==> config.mk <==
export PLATFORM = sky130hd
export DESIGN_NAME = rcon_sched
export DESIGN_NICKNAME = d
export VERILOG_FILES = /design/src/rtl/rcon_sched.sv
export SDC_FILE = /design/constraint.sdc
export NUM_CORES = 1
export LEC_CHECK = 0
export ABC_AREA = 1
export CORE_MARGIN = 8
export CORE_UTILIZATION = 40
export CTS_CLUSTER_DIAMETER = 40
export CTS_CLUSTER_SIZE = 25
export DETAILED_ROUTE_END_ITERATION = 8
export GPL_TIMING_DRIVEN = 0
export SYNTH_ARGS = -nofsm -noshare
export SYNTH_HDL_FRONTEND = slang
export SYNTH_SLANG_ARGS = --single-unit
==> constraint.sdc <==
create_clock -name ClkxCI -period 2.3 [get_ports ClkxCI]
set_input_delay 0.23 -clock ClkxCI [delete_from_list [all_inputs] [get_ports ClkxCI]]
set_output_delay 0.23 -clock ClkxCI [all_outputs]
set_load 0.005 [all_outputs]
==> src/rtl/rcon_sched.sv <==
// -----------------------------------------------------------------------------
// rcon_sched
// Round-constant and round-sequencing unit for the AES key-expansion datapath.
// Handles AES-128/192/256 through NK (4, 6, 8; Nr = NK+6). It runs forward for
// encryption key expansion and backward for on-the-fly decryption key
// inversion. It tracks the round index and the position of the 4-word
// round-key group within the NK-word key period, and reports which word of the
// current group takes the round constant.
//
// Optional build macro: RCON_SELFCHECK_EN
//   Defined   : every consumed round constant is compared against a ROM of the
//               ten standard constants. A mismatch sets ErrxSO, which stays set
//               until Start or reset.
//   Undefined : ErrxSO is tied low. No ROM or use counter is built.
//
// Ports
//   ClkxCI        in   1  clock, rising edge
//   RstxRI        in   1  asynchronous reset, active-high
//   StartxSI      in   1  begin a new schedule (samples DecxSI); wins over Next
//   DecxSI        in   1  direction: 0 = forward/encrypt, 1 = backward/decrypt
//   NextxSI       in   1  advance to the next round
//   ActivexSI     in   1  gate for RCONxDO
//   RCONxDO       out  8  round constant; 0 unless ActivexSI & RconValidxSO
//   RconValidxSO  out  1  current group contains the word that uses RCON
//   RconPosxDO    out  2  word position (0..3) of that word in the group
//   RoundxDO      out  4  current round index
//   BusyxSO       out  1  sequence running
//   LastRoundxSO  out  1  current round is the final one of the sequence
//   FinishedxSO   out  1  sequence completed
//   ErrxSO        out  1  sticky self-check error
//
// state | meaning
// ------+-----------------------------------------------------------
// IDLE  | after reset; Next ignored, waiting for Start
// RUN   | sequencing rounds; Next advances round/mod/rcon
// DONE  | Next was seen in the last round; holds until Start or reset
// -----------------------------------------------------------------------------
module rcon_sched #(
  parameter int         NK   = 4,
  parameter logic [7:0] POLY = 8'h1B
) (
  input  logic       ClkxCI,
  input  logic       RstxRI,
  input  logic       StartxSI,
  input  logic       DecxSI,
  input  logic       NextxSI,
  input  logic       ActivexSI,
  output logic [7:0] RCONxDO,
  output logic       RconValidxSO,
  output logic [1:0] RconPosxDO,
  output logic [3:0] RoundxDO,
  output logic       BusyxSO,
  output logic       LastRoundxSO,
  output logic       FinishedxSO,
  output logic       ErrxSO
);

  localparam logic [3:0] NK_L          = 4'(NK);
  localparam logic [3:0] NR_L          = 4'(NK + 6);
  // (4*Nr) mod NK; zero for every legal NK, kept general for clarity
  localparam logic [3:0] MOD_BWD_START = 4'((4 * (NK + 6)) % NK);
  // constant used in the final round, the backward starting point
  localparam logic [7:0] RCON_LAST     = (NK == 4) ? 8'h36 :
                                         (NK == 6) ? 8'h80 : 8'h40;

  typedef enum logic [1:0] {
    S_IDLE = 2'd0,
    S_RUN  = 2'd1,
    S_DONE = 2'd2
  } state_t;

  state_t     r_state, w_state_nxt;
  logic [3:0] r_round, w_round_nxt;
  logic [3:0] r_mod,   w_mod_nxt;
  logic       r_dir,   w_dir_nxt;
  logic [7:0] r_rcon,  w_rcon_nxt;

  logic       w_valid;
  logic       w_last;
  logic       w_step;
  logic [3:0] w_dist;
  logic [3:0] w_mod_add;
  logic [3:0] w_mod_fwd;
  logic [3:0] w_mod_bwd;

  function automatic logic [7:0] xtime(input logic [7:0] x);
    return {x[6:0], 1'b0} ^ (x[7] ? POLY : 8'h00);
  endfunction

  // Inverse of xtime: an odd value can only come from a reduced shift, so
  // undo the reduction and restore the shifted-out top bit.
  function automatic logic [7:0] inv_xtime(input logic [7:0] x);
    return x[0] ? (((x ^ POLY) >> 1) | 8'h80) : (x >> 1);
  endfunction

  // Distance from the group start to the next key-period boundary.
  // The group holds an RCON word when that boundary falls inside it.
  assign w_dist    = NK_L - r_mod;
  assign w_valid   = (r_round != 4'd0) && ((r_mod == 4'd0) || (w_dist <= 4'd3));
  assign w_last    = (r_state == S_RUN) &&
                     (r_dir ? (r_round == 4'd0) : (r_round == NR_L));
  assign w_step    = (r_state == S_RUN) && NextxSI && !w_last;

  assign w_mod_add = r_mod + 4'd4;
  assign w_mod_fwd = (w_mod_add >= NK_L) ? (w_mod_add - NK_L) : w_mod_add;
  assign w_mod_bwd = (r_mod >= 4'd4) ? (r_mod - 4'd4) : (r_mod + NK_L - 4'd4);

  always_ff @(posedge ClkxCI or posedge RstxRI) begin
    if (RstxRI) begin
      r_state <= S_IDLE;
      r_round <= 4'd0;
      r_mod   <= 4'd0;
      r_dir   <= 1'b0;
      r_rcon  <= 8'h01;
    end else begin
      r_state <= w_state_nxt;
      r_round <= w_round_nxt;
      r_mod   <= w_mod_nxt;
      r_dir   <= w_dir_nxt;
      r_rcon  <= w_rcon_nxt;
    end
  end

  always_comb begin
    w_state_nxt = r_state;
    w_round_nxt = r_round;
    w_mod_nxt   = r_mod;
    w_dir_nxt   = r_dir;
    w_rcon_nxt  = r_rcon;
    if (StartxSI) begin
      w_state_nxt = S_RUN;
      w_dir_nxt   = DecxSI;
      if (DecxSI) begin
        w_round_nxt = NR_L;
        w_mod_nxt   = MOD_BWD_START;
        w_rcon_nxt  = RCON_LAST;
      end else begin
        w_round_nxt = 4'd0;
        w_mod_nxt   = 4'd0;
        w_rcon_nxt  = 8'h01;
      end
    end else if ((r_state == S_RUN) && NextxSI) begin
      if (w_last) begin
        // final round: finish without stepping round or rcon
        w_state_nxt = S_DONE;
      end else if (r_dir) begin
        w_round_nxt = r_round - 4'd1;
        w_mod_nxt   = w_mod_bwd;
        if (w_valid) begin
          w_rcon_nxt = inv_xtime(r_rcon);
        end
      end else begin
        w_round_nxt = r_round + 4'd1;
        w_mod_nxt   = w_mod_fwd;
        if (w_valid) begin
          w_rcon_nxt = xtime(r_rcon);
        end
      end
    end
  end

  assign RconValidxSO = w_valid;
  assign RconPosxDO   = (w_valid && (r_mod != 4'd0)) ? w_dist[1:0] : 2'd0;
  assign RCONxDO      = (ActivexSI && w_valid) ? r_rcon : 8'h00;
  assign RoundxDO     = r_round;
  assign BusyxSO      = (r_state == S_RUN);
  assign LastRoundxSO = w_last;
  assign FinishedxSO  = (r_state == S_DONE);

`ifdef RCON_SELFCHECK_EN
  // index of the last standard constant used by this key length
  localparam logic [3:0] CNT_BWD_START = (NK == 4) ? 4'd9 :
                                         (NK == 6) ? 4'd7 : 4'd6;

  logic [3:0] r_use_cnt;
  logic       r_err;

  function automatic logic [7:0] rcon_rom(input logic [3:0] idx);
    logic [7:0] v;
    case (idx)
      4'd0:    v = 8'h01;
      4'd1:    v = 8'h02;
      4'd2:    v = 8'h04;
      4'd3:    v = 8'h08;
      4'd4:    v = 8'h10;
      4'd5:    v = 8'h20;
      4'd6:    v = 8'h40;
      4'd7:    v = 8'h80;
      4'd8:    v = 8'h1B;
      4'd9:    v = 8'h36;
      default: v = 8'h00;
    endcase
    return v;
  endfunction

  always_ff @(posedge ClkxCI or posedge RstxRI) begin
    if (RstxRI) begin
      r_use_cnt <= 4'd0;
      r_err     <= 1'b0;
    end else if (StartxSI) begin
      r_use_cnt <= DecxSI ? CNT_BWD_START : 4'd0;
      r_err     <= 1'b0;
    end else if (w_step && w_valid) begin
      if (r_rcon != rcon_rom(r_use_cnt)) begin
        r_err <= 1'b1;
      end
      r_use_cnt <= r_dir ? (r_use_cnt - 4'd1) : (r_use_cnt + 4'd1);
    end
  end

  assign ErrxSO = r_err;
`else
  assign ErrxSO = 1'b0;
`endif

endmodule

==> results by group, run 1 <==
Synthesis
  • Post-synthesis mux area share: 0%
  • Seq/Total Area, Yosys: 33.6%
  • Post-Synth XOR/XNOR Area: 2.76%
  • Compound-gate portion of the synthesized area: between 8 and 9%
  • #FFs+latches synth: 17
  • Ys Warns: 0
  • Post-Synth Simple-Gate Area: 35.3%
  • Adder-cell share of the synthesized area: 8.48%
  • Largest family of logic cells by synthesized area: simple AND/OR/NAND/NOR gates
  • Avg Synthesized Cell Area: ~7.3 µm²
  • Unique masters post-synth: 28
  • Mapped Cells: 174
  • Syn Std Cell Area: 1270 µm²

Timing
  • Setup TNS: 0 ns
  • Endpoints failing setup: 0
  • RSZ-0062 raised after global routing: no
  • Worst Setup Slack, final: 0.142 ns
  • Final period utilization: 93.8%
  • Worst clock skew: 0.00861 ns
  • Worst Tran Pin Value: approximately 0.69 ns
  • Slew HR: 54.0%
  • Min Tclk post-route: 2.16 ns
  • Fin. Hold Viols: 0
  • Slew Limit Fails: 0
  • Max Freq: 463 MHz

Setup path
  • Worst Path Arrival: ~1.9 ns
  • CP max stage delay: around 0.53 ns
  • CP max-delay cell: dfstp_2
  • Crit end category: output pin
  • Reg2reg path depth: 5
  • Reg-to-reg slack, setup: 0.75 ns
  • Worst Setup Start Kind: register
  • Critical Path RT: 2.07 ns
  • Crit Path Category: reg -> out
  • Crit Path Max Fanout: 6
  • Critical-path cell list: clkbuf_1 -> inv_1 -> nor2_1 -> clkdlybuf4s50_1

Final layout
  • Layout net count: about 220
  • Area of the multi-input gates: 726 µm²
  • Commonest non-fill, non-tap cell in the layout: nand2_1
  • Layout area overhead: 25.6%
  • # fillers: just over 300
  • Storage element area: 427 µm²
  • Most frequent cells in the layout: nand2_1 (41), inv_1 (21), clkdlybuf4s50_1 (21)
  • Share of post-route cells with drive strength above 1: 12.8%
  • Final Instance Count excl. Fillers: 247
  • Diodes inserted: 0

Place
  • DP HPWL: 2470 µm
  • Placed cells: 241
  • IO buf count: 21
  • GPL Wtd Cong: 0.797
  • Post-Place Setup Slack: 0.214 ns

Clock network
  • Clock sinks: 17
  • Insertion delay to the later sink of the worst-skew pair: 0.30 ns
  • CTS tree: yes
  • Max clock buf depth: 2
  • Hold_buf cts: 0
  • Clock transition at path regs: 0.11 ns
  • CTS Buf Count: 3
  • Clock root cell: clkbuf_4
  • H-tree levels: 1

Global route
  • Initial antenna violation count: 0
  • Congestion Overflow GR: 0
  • Largest net degree at the start of global routing: 18
  • First-pass GRT wire length: 5730 µm
  • GRT Overall Usage: 13.8%
  • Number of global-route vias before repair: 1275

Routing
  • Met3 WL: 280 µm
  • Detail Route Antenna Nets: 0
  • DR iter-0 viols: 63
  • Number of remaining DRC errors: 0
  • Routed vias/inst: 5.00
  • Routed wire length: approximately 3400 µm
  • Routed length per instance: 13.6 µm
  • Highest metal used: met4
  • Via count: 1236
  • Met2 routed wirelength: 1540 µm
  • M1 wire length: 1490 µm
  • Drt pass-1 iters: 4

Pwr
  • Pwr Density: 877 nW/µm²
  • Maximum VDD drop: 0.566 mV
  • Leakage: 0.779 nW
  • Total power: around 1.4 mW

Floorplanning
  • Die area: 5230 µm²
  • Boundary Pins: 25
  • Die Span X: 72.3 µm
  • Initial Utilization: 41.9%
  • Die H: 72.3 µm
  • Rows: 20
  • Core ar.: 3030 µm²

Min path
  • Hold crit path type: in -> async

Run status
  • Status: completed

Flow run
  • Max-Cap Viols: 0
[repair_timing]
item | in CTS | in global routing
gates cloned | 0 | 0
gates resized for setup | 2 | 3
setup buffers | 1 | 1
setup endpoints to repair | 8 | 8
[final cells by class]
type	instances	area share, %
well taps	44	3.45
plain buffers	6	2.35
multi-input cells	127	45.5
flip-flops and latches	17	26.8
repair buffers	23	14.1
inverters	26	6.12
clock buffers	4	1.65
[flip-flops by register name (all words and copies together) (netlist names)]
name / cells
RoundxDO: 4
r_dir: 1
r_state: 2
r_rcon: 8
r_mod: 2
[synthesized netlist by cell type (all sizes together)]
cell / n / area (µm²)
nand4: 11 / 75.1
a21oi: 3 / 15.0
inv: 26 / 97.6
nand2: 46 / 188
a21boi: 1 / 7.51
fa: 1 / 20.0
buf: 5 / 33.8
o22ai: 2 / 12.5
ha: 7 / 87.6
o211ai: 3 / 22.5
conb: 1 / 3.75
dfstp: 1 / 26.3
o21ai: 11 / 55.1
nand3: 21 / 123
nor2: 14 / 62.6
dfrtp: 16 / 400
xnor2: 4 / 35.0
clkbuf: 1 / 3.75
[metal layers]
layer | vias to the layer above | GRT usage [%]
met3 | 8 | 5.65
met5 | - | 0
met4 | 0 | 4.31
li1 | 618 | -
met2 | 43 | 21.8
met1 | 567 | 16.5
[critical path, delay by kind of cell (launching register included)]
kind	cells	cell delay, ns
DFF	1	0.53
and+or+nand+nor	1	0.14
buffers and inverters	3	0.97
[logic make-up after synthesis]
group                      Yosys count
adders and majority gates            8
and+or+nand+nor                     92
DFF                                 17
other                                1
buffers and inverters               32
AOI/OAI and AO/OA                   20
xor gates and xnor gates             4
[stage by stage]
| stage | utilization, % | hold slack, ns | area (µm²) |
|---|---|---|---|
| 3_3_place_gp | 50.9 | 0.491 | 1540 |
| 3_5_place_dp | 50.9 | 0.489 | 1540 |
| 6_report | 52.6 | 0.322 | 1590 |
| 5_1_grt | 52.6 | 0.390 | 1590 |
| 2_1_floorplan | - | 0.155 | 1280 |
| 4_1_cts | 52.3 | 0.348 | 1580 |
[path summary, 6_finish.rpt]
kind | startpoint | end
max reg2reg | r_dir$_DFFE_PP0P_ | RoundxDO[2]$_DFFE_PP0P_
min | RstxRI | r_state[0]$_DFFE_PP0P_
min reg2reg | r_state[0]$_DFFE_PP0P_ | r_state[0]$_DFFE_PP0P_
max in group asynchronous | RstxRI | r_rcon[5]$_DFFE_PP0P_
min in group ClkxCI | r_state[0]$_DFFE_PP0P_ | r_state[0]$_DFFE_PP0P_
max | r_rcon[0]$_DFFE_PP1P_ | RCONxDO[0]
[power breakdown]
part / switching [mW] / leakage [nW] / internal (mW)
logic: 0.419 / 0.548 / 0.337
registers: 0.0887 / 0.216 / 0.387
clock network: 0.0987 / 0.0150 / 0.0676
total: 0.607 / 0.779 / 0.791
Note: power is estimated with default switching activity, not from simulation.
==> run 2: changes to the inputs <==
--- a/config.mk
+++ b/config.mk
@@ -7,11 +7,13 @@
 export LEC_CHECK = 0
 export ABC_AREA = 1
 export CORE_MARGIN = 8
-export CORE_UTILIZATION = 40
+export CORE_UTILIZATION = 45
 export CTS_CLUSTER_DIAMETER = 40
 export CTS_CLUSTER_SIZE = 25
 export DETAILED_ROUTE_END_ITERATION = 8
 export GPL_TIMING_DRIVEN = 0
+export PLACE_DENSITY = 0.71
+export SLEW_MARGIN = 25
 export SYNTH_ARGS = -nofsm -noshare
 export SYNTH_HDL_FRONTEND = slang
 export SYNTH_SLANG_ARGS = --single-unit
==> run 2 against run 1 <==
Compared with the run above: combinational power decreased by 2%; clock-buffer cell count decreased by 1; worst hold slack improved by 0.0048 ns; register-to-register slack about the same; setup slack worse by 0.022 ns; clock power barely moved; via count up 1.4%; sequential share of layout area is 0.23 points higher.
==> results by group, run 2 (synthesis results as in run 1) <==
Run status
  • Status: completed

Global route
  • Number of global-route vias before repair: 1229 (-3.6%)
  • Initial antenna violation count: 0 (unchanged)
  • GRT Overall Usage: 13.4% (-0.41 points)
  • Congestion Overflow GR: 0 (unchanged)
  • First-pass GRT wire length: 5620 µm (-2.0%)
  • Largest net degree at the start of global routing: 18 (unchanged)

Final layout
  • Most frequent cells in the layout: nand2_1 (41), inv_1 (21), nand3_1 (19), clkdlybuf4s50_1 (19), dfrtp_1 (16)
  • Max reg flops: 8 (unchanged)
  • Layout area overhead: 24.6%
  • Share of post-route cells with drive strength above 1: 12.8% (unchanged)
  • Final Instance Count excl. Fillers: 234 (-5.3%)
  • Area of the multi-input gates: 722 µm² (-0.52%)
  • Final core utilization: 58.3% (+5.7 points)
  • # fillers: 268 (-13%)
  • Most flops, register: r_rcon
  • Commonest non-fill, non-tap cell in the layout: nand2_1
  • Diodes inserted: 0 (unchanged)
  • Layout net count: 218 (unchanged)
  • Storage element area: 427 µm² (unchanged)
  • Post-route cell area: 1580 µm² (-0.86%)

Timing
  • Worst Tran Pin Value: 0.667 ns (-0.0219 ns)
  • Slew HR: 55.5% (+1.5 points)
  • Max Freq: 459 MHz (-0.99%)
  • Setup TNS: 0 ns (unchanged)
  • Fin. Hold Viols: 0 (unchanged)
  • Worst Setup Slack, final: 0.121 ns (-0.0216 ns)
  • Worst clock skew: 0.00437 ns (-0.00425 ns)
  • Final period utilization: 94.8% (+0.94 points)
  • RSZ-0062 raised after global routing: no
  • Endpoints failing setup: 0 (unchanged)
  • Hold_ws: 0.327 ns (+0.00484 ns)
  • Slew Limit Fails: 0 (unchanged)
  • Min Tclk post-route: 2.18 ns (+0.0216 ns)

Floorplanning
  • Die H: 69.1 µm (-4.5%)
  • Die area: 4770 µm² (-8.7%)
  • Die Span X: 69.1 µm (-4.5%)
  • Rows: 19 (-5.0%)
  • Core ar.: 2710 µm² (-10%)
  • Initial Utilization: 46.8% (+4.9 points)
  • Boundary Pins: 25 (unchanged)

Routing
  • Number of remaining DRC errors: 0 (unchanged)
  • Routed wire length: 3290 µm (-2.4%)
  • DR iter-0 viols: 105 (+67%)
  • Routed length per instance: 14.0 µm (+3.0%)
  • Detail Route Antenna Nets: 0 (unchanged)
  • Drt pass-1 iters: 4 (unchanged)
  • Routed vias/inst: 5.35 (+7.0%)
  • Via count: 1253 (+1.4%)

Clock network
  • Clock transition at path regs: 0.11 ns (about the same)
  • Clock root cell: clkbuf_4
  • CTS Buf Count: 3 (unchanged)
  • Hold_buf cts: 0 (unchanged)
  • Insertion delay to the later sink of the worst-skew pair: 0.28 ns (-0.02 ns)
  • Clock sinks: 17 (unchanged)
  • CTS tree: yes
  • H-tree levels: 1 (unchanged)
  • Max clock buf depth: 2 (unchanged)

Setup path
  • Worst Setup Start Kind: register
  • CP max-delay cell: clkdlybuf4s50_1
  • Crit Path Category: reg -> out
  • Crit Path Max Fanout: 8 (+2)
  • Critical Path RT: 2.07 ns (about the same)
  • Critical-path cell list: buf_4 -> ha_1 -> o21ai_1 -> inv_2 -> nand2_4 -> nor2_1 -> clkdlybuf4s50_1
  • CP max stage delay: 0.45 ns (-0.08 ns)
  • Worst Path Arrival: 1.95 ns (+0.02 ns)
  • Crit end category: output pin

Place
  • DP HPWL: 2430 µm (-1.5%)
  • Post-Place Setup Slack: 0.164 ns (-0.0501 ns)
  • GPL Wtd Cong: 0.862 (+8.1%)
  • Placed cells: 228 (-5.4%)
  • IO buf count: 21 (unchanged)
  • Placed cell area: 1530 µm² (-1.1%)

Pwr
  • Total power: 1.38 mW (-0.96%)
  • Leakage: 0.815 nW (+4.6%)
  • Pwr Density: 876 nW/µm² (about the same)
  • Maximum VDD drop: 0.440 mV (-22%)

Min path
  • Hold crit path type: in -> async

Flow run
  • Max-Cap Viols: 0 (unchanged)
## run 2: area by class of cell
type,count,share of cell area [%]
plain buffers,6,2.38
multi-input cells,127,45.7
inverters,26,6.18
clock buffers,3,1.43
clock inverters,1,0.317
well taps,31,2.45
flip-flops and latches,17,27.0
repair buffers,23,14.6
## run 2: what timing repair did
| action | 4_1_cts | 5_1_grt |
|---|---|---|
| gates resized for setup | 3 | 3 |
| endpoints found under the hold margin | 0 | 0 |
| setup endpoints to repair | 8 | 8 |
| buffers inserted | 1 | 1 |
## run 2: path summary, 6_finish.rpt
check,from,end,slack [ns],cells past startpoint
min,RstxRI,RoundxDO[2]$_DFFE_PP0P_,0.33,2
max in group asynchronous,RstxRI,RoundxDO[3]$_DFFE_PP0P_,1.55,2
max,r_mod[2]$_DFFE_PP0P_,RCONxDO[0],0.12,7
max reg2reg,r_dir$_DFFE_PP0P_,RoundxDO[3]$_DFFE_PP0P_,0.74,7
min reg2reg,r_state[0]$_DFFE_PP0P_,r_state[0]$_DFFE_PP0P_,0.52,2
min in group ClkxCI,r_state[0]$_DFFE_PP0P_,r_state[0]$_DFFE_PP0P_,0.52,2
## run 2: routing by layer
layer | global-route usage (%) | part of all wire, % | up-vias
met5 | 0 | 0 | -
met4 | 2.96 | 1.3 | 0
met2 | 23.3 | 49 | 49
met3 | 4.01 | 7.2 | 8
met1 | 15.6 | 43 | 578
li1 | - | - | 618
## run 2: critical path: cells and delay by family (launching register included)
| kind | cells | cell delay [ns] |
|---|---|---|
| flip-flops | 1 | 0.43 |
| AO/OA/AOI/OAI | 1 | 0.19 |
| AND/OR/NAND/NOR | 2 | 0.16 |
| adder cells (fa/ha/maj) | 1 | 0.19 |
| buffers and inverters | 3 | 0.69 |
## run 2: power breakdown
part	switching (mW)	internal, mW
Combinational	0.412	0.332
Clock	0.0984	0.0644
Sequential	0.0913	0.386
==> run 3: changes to the inputs <==
--- a/config.mk
+++ b/config.mk
@@ -7,12 +7,12 @@
 export LEC_CHECK = 0
 export ABC_AREA = 1
 export CORE_MARGIN = 8
-export CORE_UTILIZATION = 45
+export CORE_UTILIZATION = 55
 export CTS_CLUSTER_DIAMETER = 40
 export CTS_CLUSTER_SIZE = 25
 export DETAILED_ROUTE_END_ITERATION = 8
 export GPL_TIMING_DRIVEN = 0
-export PLACE_DENSITY = 0.71
+export PLACE_DENSITY = 0.84
 export SLEW_MARGIN = 25
 export SYNTH_ARGS = -nofsm -noshare
 export SYNTH_HDL_FRONTEND = slang
==> run 3 against run 2 <==
Compared with the run above: combinational power is 1% higher; critical path depth stayed put; global-route usage is 1.9 points higher; first-iteration DRC count is 32% lower; wire length is 1.9% lower; clock skew is 0.0015 ns lower; total power is 0.94% higher; clock power hardly changed; critical endpoint is now RCONxDO[4]; largest cell class unchanged.
==> results by group, run 3 (synthesis results as in run 1) <==
Routing
  • Routed vias/inst: 5.59 (+4.4%)
  • DR iter-0 viols: 71 (-32%)
  • Routed length per instance: 13.8 µm (-1.5%)
  • Detail Route Antenna Nets: 0 (unchanged)
  • Drt pass-1 iters: 4 (unchanged)
  • Via count: 1302 (+3.9%)
  • Routed wire length: 3220 µm (-1.9%)
  • Number of remaining DRC errors: 0 (unchanged)

Final layout
  • Commonest non-fill, non-tap cell in the layout: nand2_1
  • Storage element area: 427 µm² (unchanged)
  • Share of post-route cells with drive strength above 1: 13.7% (+0.85 points)
  • Most frequent cells in the layout: nand2_1 (41), inv_1 (21), clkdlybuf4s50_1 (21)
  • Post-route cell area: 1590 µm² (+0.40%)
  • Diodes inserted: 0 (unchanged)
  • Layout area overhead: 25.0%
  • Area of the multi-input gates: 722 µm² (unchanged)
  • Max reg flops: 8 (unchanged)
  • # fillers: 194 (-28%)
  • Final Instance Count excl. Fillers: 233 (-0.43%)
  • Most flops, register: r_rcon
  • Layout net count: 220 (+0.92%)
  • Final core utilization: 72.4% (+14 points)

Place
  • Placed cell area: 1520 µm² (-0.25%)
  • GPL Wtd Cong: 0.925 (+7.3%)
  • Placed cells: 225 (-1.3%)
  • IO buf count: 21 (unchanged)
  • Post-Place Setup Slack: 0.195 ns (+0.0305 ns)
  • DP HPWL: 2430 µm (-0.18%)

Setup path
  • Worst Setup Start Kind: register
  • Worst Path Arrival: 1.92 ns (-0.03 ns)
  • Critical-path cell list: inv_1 -> ha_1 -> o21ai_1 -> inv_2 -> nand2_4 -> nor2_1 -> clkdlybuf4s50_1
  • Crit Path Category: reg -> out
  • WP buf/inv: 3 (unchanged)
  • Crit end category: output pin
  • CP max stage delay: 0.52 ns (+0.07 ns)
  • Crit Path Max Fanout: 8 (unchanged)
  • Delay-heaviest family, CP: buffers and inverters
  • Critical Path RT: 2.07 ns (about the same)
  • CP max-delay cell: clkdlybuf4s50_1

Global route
  • Largest net degree at the start of global routing: 18 (unchanged)
  • Initial antenna violation count: 0 (unchanged)
  • First-pass GRT wire length: 5150 µm (-8.2%)
  • GRT Overall Usage: 15.3% (+1.9 points)
  • Number of global-route vias before repair: 1233 (+0.33%)
  • Congestion Overflow GR: 0 (unchanged)

Clock network
  • CTS tree: yes
  • CTS Buf Count: 3 (unchanged)
  • Clock root cell: clkbuf_4
  • Insertion delay to the later sink of the worst-skew pair: 0.29 ns (about the same)
  • Clock transition at path regs: 0.10 ns (about the same)
  • Clock sinks: 17 (unchanged)
  • Max clock buf depth: 2 (unchanged)
  • H-tree levels: 1 (unchanged)
  • Hold_buf cts: 0 (unchanged)

Pwr
  • Maximum VDD drop: 0.649 mV (+48%)
  • Leakage: 0.791 nW (-3.0%)
  • Pwr Density: 881 nW/µm² (+0.54%)
  • Total power: 1.40 mW (+0.94%)

Floorplanning
  • Rows: 17 (-2)
  • Die H: 64.0 µm (-7.3%)
  • Initial Utilization: 57.9% (+11 points)
  • Die area: 4100 µm² (-14%)
  • Die Span X: 64.0 µm (-7.3%)
  • Boundary Pins: 25 (unchanged)
  • Core ar.: 2190 µm² (-19%)

Timing
  • Fin. Hold Viols: 0 (unchanged)
  • Slew Limit Fails: 0 (unchanged)
  • Endpoints failing setup: 0 (unchanged)
  • Slew HR: 57.4% (+2.0 points)
  • Max Freq: 466 MHz (+1.6%)
  • Worst Tran Pin Value: 0.638 ns (-0.0293 ns)
  • Worst Setup Slack, final: 0.154 ns (+0.0338 ns)
  • Hold_ws: 0.308 ns (-0.0194 ns)
  • RSZ-0062 raised after global routing: no
  • Min Tclk post-route: 2.15 ns (-0.0338 ns)
  • Worst clock skew: 0.00282 ns (-0.00155 ns)
  • Final period utilization: 93.3% (-1.5 points)
  • Setup TNS: 0 ns (unchanged)

Min path
  • Hold crit path type: in -> async

Run status
  • Status: completed

Flow run
  • Max-Cap Viols: 0 (unchanged)
-- run 3: cell count changes in the layout (fill, tap and decap cells not counted) --
cell             previous run  this run
buf_4                       6         8
clkdlybuf4s50_1            19        21
dlymetal6s2s_1              2         0
-- run 3: final cells by class --
type,count,share of cell area [%]
clock inverter,1,0.315
buffer,6,2.37
inverter,26,6.15
sequential,17,26.9
timing repair buffer,25,15.1
tap,28,2.21
clock buffer,3,1.42
multi-input combinational,127,45.5
-- run 3: final timing paths --
path | cells after the start | end | start | slack, ns
setup / recovery | 7 | RCONxDO[4] | r_mod[2]$_DFFE_PP0P_ | 0.15
min in group ClkxCI | 2 | r_state[0]$_DFFE_PP0P_ | r_state[0]$_DFFE_PP0P_ | 0.53
hold reg to reg | 2 | r_state[0]$_DFFE_PP0P_ | r_state[0]$_DFFE_PP0P_ | 0.53
max in group asynchronous | 2 | r_mod[3]$_DFFE_PP0P_ | RstxRI | 1.58
setup reg to reg | 5 | RoundxDO[2]$_DFFE_PP0P_ | r_dir$_DFFE_PP0P_ | 0.71
hold / removal | 2 | r_rcon[1]$_DFFE_PP0P_ | RstxRI | 0.31
-- run 3: layer usage --
metal	vias to the layer above	global-route usage (%)	routed length, µm
met5	-	0	0
met4	0	6.96	51
met3	10	4.53	358
met2	73	26.2	1520
met1	594	17.0	1290
li1	625	-	-
-- run 3: timing repair --
| item | 4_1_cts | 5_1_grt |
|---|---|---|
| endpoints found under the setup margin | 8 | 8 |
| gates resized for setup | 2 | 2 |
| buffers inserted | 1 | 3 |
-- run 3: where the power goes --
group	switching (mW)	internal [mW]
clock network	0.0981	0.0648
registers	0.0928	0.387
logic	0.419	0.336
total	0.610	0.787
